==> src/rtl/bus_rr_arbiter.sv <==
// Round-robin bus arbiter for NUM_PORTS L1 requesters sharing one L2 bus: IDLE -> HOLD -> TURN.
// Optional forced-revoke timer under macro ARB_TIMEOUT_EN; `release` is reserved, so that port is release_pulse.
module bus_rr_arbiter #(
    parameter int NUM_PORTS      = 4,
    parameter int TIMEOUT_CYCLES = 256,
    localparam int SEL_BITS      = $clog2(NUM_PORTS + 1)
) (
    input  logic                 clock,
    input  logic                 reset,
    input  logic [NUM_PORTS-1:0] req,
    input  logic [NUM_PORTS-1:0] release_pulse,
    input  logic                 l2_drive,
    output logic [NUM_PORTS-1:0] grant,
    output logic [SEL_BITS-1:0]  bus_control,
    output logic                 bus_en,
    output logic                 timeout,
    output logic [1:0]           dbg_state
);

    localparam int IDX_BITS = (NUM_PORTS > 1) ? $clog2(NUM_PORTS) : 1;

    typedef enum logic [1:0] {
        IDLE = 2'd0,
        HOLD = 2'd1,
        TURN = 2'd2
    } state_t;

    state_t               state;
    state_t               state_nxt;
    logic [IDX_BITS-1:0]  master;
    logic [IDX_BITS-1:0]  last_master;
    logic [IDX_BITS-1:0]  win_idx;
    logic [IDX_BITS-1:0]  cand_idx;
    logic                 win_found;
    logic                 rel_hit;
    logic                 expire;
    int                   cand;

    // Only the current master's release ends the tenure.
    assign rel_hit   = release_pulse[master];
    assign dbg_state = state;

    // Search order starts one past the previous winner and wraps.
    always_comb begin
        win_found = 1'b0;
        win_idx   = '0;
        cand      = 0;
        cand_idx  = '0;
        for (int i = 0; i < NUM_PORTS; i++) begin
            cand     = (int'(last_master) + 1 + i) % NUM_PORTS;
            cand_idx = IDX_BITS'(cand);
            if (!win_found && req[cand_idx]) begin
                win_found = 1'b1;
                win_idx   = cand_idx;
            end
        end
    end

    always_ff @(posedge clock) begin
        if (reset) state <= IDLE;
        else       state <= state_nxt;
    end

    always_comb begin
        state_nxt = state;
        case (state)
            IDLE:    if (win_found) state_nxt = HOLD;
            HOLD:    if (rel_hit || expire) state_nxt = TURN;
            TURN:    state_nxt = IDLE;
            default: state_nxt = IDLE;
        endcase
    end

    always_comb begin
        bus_en      = 1'b0;
        bus_control = '0;
        if (state == HOLD) begin
            bus_en      = 1'b1;
            bus_control = l2_drive ? SEL_BITS'(NUM_PORTS) : SEL_BITS'(master);
        end
    end

    // Reset leaves last_master at the top port so port 0 wins first.
    always_ff @(posedge clock) begin
        if (reset) begin
            grant       <= '0;
            master      <= '0;
            last_master <= IDX_BITS'(NUM_PORTS - 1);
        end else begin
            case (state)
                IDLE: begin
                    if (win_found) begin
                        grant       <= NUM_PORTS'(1) << win_idx;
                        master      <= win_idx;
                        last_master <= win_idx;
                    end
                end
                HOLD: begin
                    if (rel_hit || expire) grant <= '0;
                end
                default: ;
            endcase
        end
    end

`ifdef ARB_TIMEOUT_EN
    localparam int CNT_BITS = $clog2(TIMEOUT_CYCLES + 1);

    logic [CNT_BITS-1:0] hold_cnt;
    logic                timeout_q;

    // Fires in the last allowed HOLD cycle; a coincident release wins.
    assign expire  = (state == HOLD) && !rel_hit &&
                     (hold_cnt == CNT_BITS'(TIMEOUT_CYCLES - 1));
    assign timeout = timeout_q;

    always_ff @(posedge clock) begin
        if (reset) begin
            hold_cnt  <= '0;
            timeout_q <= 1'b0;
        end else begin
            timeout_q <= expire;
            if (state == HOLD) hold_cnt <= hold_cnt + 1'b1;
            else               hold_cnt <= '0;
        end
    end
`else
    assign expire  = 1'b0;
    assign timeout = 1'b0;
`endif

endmodule

==> config.mk <==
export PLATFORM = sky130hd
export DESIGN_NAME = bus_rr_arbiter
export DESIGN_NICKNAME = d
export VERILOG_FILES = /design/src/rtl/bus_rr_arbiter.sv
export SDC_FILE = /design/constraint.sdc
export NUM_CORES = 1
export LEC_CHECK = 0
export ABC_AREA = 1
export CELL_PAD_IN_SITES_DETAIL_PLACEMENT = 2
export CELL_PAD_IN_SITES_GLOBAL_PLACEMENT = 2
export CORE_MARGIN = 3
export CORE_UTILIZATION = 33
export DETAILED_ROUTE_END_ITERATION = 12
export DONT_BUFFER_PORTS = 1
export PLACE_DENSITY = 0.89
export SETUP_SLACK_MARGIN = 0.02
export SYNTH_ARGS = -nofsm -noshare
export SYNTH_HDL_FRONTEND = slang
export SYNTH_SLANG_ARGS = --single-unit
==> constraint.sdc <==
create_clock -name clock -period 4.6 [get_ports clock]
set_input_delay 0.46 -clock clock [delete_from_list [all_inputs] [get_ports clock]]
set_output_delay 0.46 -clock clock [all_outputs]
set_load 0.02 [all_outputs]
==> summary.txt <==
Outcome
  – Status: finished, final reports clean

Cells and area
  – Sequential cell area in the final layout: 200 µm²
  – Ratio of cells with drive above 1 in the final layout: 0.177
  – Layout Nets: 143
  – Antenna cell count: 0
  – Layout overhead on the synthesized area: 3.40%
  – Fillcell total: 276
  – Final cell count without fillers: 158
  – Combined area of the multi-input logic cells: 522 µm²

Placement
  – Final weighted congestion in routability-driven placement: 0.858
  – HPWL after detailed placement: 2060 µm
  – Cells after DPL: 155
  – Port Buf Inserts: 0

Logic synthesis
  – Instance count of the mapped netlist: 131
  – Yosys warnings: 0
  – Post-synthesis cell type count: 27
  – Sequential cell area fraction in the yosys report: 0.247
  – Register bit count reported by yosys: 10
  – Top FF cell, synth: dfxtp_1
  – Summed instance area of the synthesized netlist: 811 µm²
  – Share of synthesized flip-flops with an asynchronous set or reset: 0
  – Post-Syn Area per Cell: 6.19 µm²
  – Nets in the synthesized netlist: 142
  – Number of enable flip-flop cells after synthesis: 0

CTS
  – Clock latency reported for the late side of the worst-skew pair: 0.26 ns
  – Post-CTS sizing: 0
  – CTS tree: built
  – Setup bufs post-CTS: 0
  – Number of clock buffers inserted by TritonCTS: 3
  – H-Tree Depth: 1
  – CTS Hold Bufs: 0
  – Clock slew at the register clock pins of the worst setup and hold paths: 0.06 ns
  – TritonCTS Sinks: 10
  – Clock tree root driver cell: clkbuf_4
  – Maximum buffer depth of the clock tree: 2

Worst setup path
  – Crit end category: output pin
  – Arrival @ worst endpoint: 1.89 ns
  – Critical path type: register to output pin
  – Sort of element at the start of the critical path: register
  – Highest net fanout along the worst path: 4
  – CP Data Required Time: 4.14 ns
  – Worst Reg2Reg Path Length in Cells: 11

Global route
  – Global Route met2 Usage: 0.316
  – Global-route congestion overflow total: 0
  – Grt met3 use: 0.0234
  – First-pass GRT wire length: 4340 µm
  – Via count of the first global-routing pass: 919
  – Maximum number of pins on one net before global-route repair: 14
  – Number of antenna violations at the first check in global routing: 0
  – All-Layer GR Usage: 0.171
  – Busiest layer in global routing: met2
  – M1 GR Usage: 0.207

Timing
  – Timing-limited maximum frequency: 425 MHz
  – Worst clock skew: 0.00304 ns
  – Setup TNS: 0 ns
  – Worst slew pin tran: 0.652 ns
  – Unrepaired setup endpoints after global routing: false
  – Final critical path time including I/O delays and setup: 2.35 ns
  – Max Transition Viols Final: 0
  – Endpoints failing setup: 0
  – Headroom to the max-slew limit: 0.562
  – Hold violation total from the final report: 0
  – Period utilization: 0.512

Hold path
  – Min-Delay Path Class: input pin to register
  – Number of cells on the worst hold path: 1

Floorplanning
  – Row cnt: 17
  – Boundary pin count: 22
  – Die Height: 55.6 µm
  – Initial Utilization: 0.356
  – Width of the chip: 55.6 µm
  – Area inside the core boundary: 2280 µm²
  – Die area: 3090 µm²

Power
  – Worst-case vdd ir drop: 0.000428 V
  – Total power divided by cell area: 888 nW/µm²
  – Leakage power: 0.409 nW

Detailed routing
  – Total vias in the final route: 844
  – 1st-iter DRT viols: 8
  – Routed WL: 2490 µm
  – Total DRC errors in the routed layout: 0
  – Routed wire length per instance: 15.7 µm
  – Via density per instance: 5.34
  – Antenna-violating nets left: 0
  – Drt first pass iters: 4

Flow run
  – Number of max-capacitance violations reported: 0
synthesized netlist by cell type (2+ instances only):
library cell / instances / share of area
nand4_1: 3 / 0.023
dfxtp_1: 10 / 0.25
nand2_1: 40 / 0.19
a21oi_1: 8 / 0.049
buf_4: 2 / 0.019
o21ai_0: 3 / 0.019
nand2_2: 8 / 0.062
nand2_4: 2 / 0.028
nor3_1: 2 / 0.012
o21ai_1: 2 / 0.012
nor2_1: 8 / 0.037
inv_1: 12 / 0.056
inv_2: 2 / 0.0093
nand3_1: 16 / 0.099
per-layer routing:
metal	up-vias	routed length (µm)	part of all wire
met5	-	0	0
met4	0	12	0.0048
met3	2	72	0.029
met2	13	1330	0.53
met1	410	1070	0.43
li1	419	-	-
worst max-delay path, cell delays in order, from the launching register on:
cell	delay [ns]
dfxtp_1	0.49
inv_1	0.07
nor2_1	0.37
inv_1	0.16
nor3_1	0.54
cell families (layout without fill, tap and decap cells):
group / Yosys count / after routing / synth area share
buffers and inverters: 19 / 18 / 0.110
AO/OA/AOI/OAI: 17 / 17 / 0.125
other: 1 / 1 / 0.00463
AND/OR/NAND/NOR: 84 / 84 / 0.514
flip-flops: 10 / 10 / 0.247
metrics by stage:
stage	instance area, µm²	power, mW	setup WS [ns]	hold WS [ns]	util
finish	838	0.744	2.25	0.257	0.368
global route	838	0.823	2.13	0.256	0.368
CTS	838	0.754	2.22	0.255	0.368
detailed placement	816	0.693	2.50	0.482	0.358
global placement	816	0.645	2.59	0.474	0.358
floorplan	811	0.585	2.68	0.454	-
flip-flops by register name, summed over array words and instances, names as in the netlist:
register and cells:
dbg_state 2, last_master 2, master 2, grant 4
worst paths after layout:
kind                  startpoint             end  slack (ns)
setup / recovery    dbg_state[0]  bus_control[0]        2.25
hold / removal             reset       master[1]        0.26
setup reg to reg  last_master[0]  last_master[1]        2.54
hold reg to reg        master[1]       master[1]        0.49
cells in the final DEF (no fill, tap or decap):
master,count
a31oi_1,1
a21oi_1,8
nand3b_2,1
o22a_1,1
nand2_1,40
nor2_8,1
nor2_4,1
nand4_1,3
clkbuf_4,3
nand2_4,2
inv_2,2
o21ai_2,1
inv_1,12
nor2_1,8
nand2_2,8
o211ai_2,1
inv_4,1
conb_1,1
nor3_1,2
o21ai_1,2
nor2_2,1
or2_2,1
nand3_1,16
dfxtp_1,10
o21ai_0,3
layout make-up:
class	count	share of cell area
tap	28	0.0418
sequential	10	0.239
multi-input combinational	102	0.622
clock buffer	3	0.0269
inverter	15	0.0701
power by group:
part	switching (mW)	internal, mW	leakage [nW]
Combinational	0.341	0.150	0.313
Sequential	0.0700	0.124	0.0824
Clock	0.0294	0.0302	0.0138
Note: power is estimated with default switching activity, not from simulation.
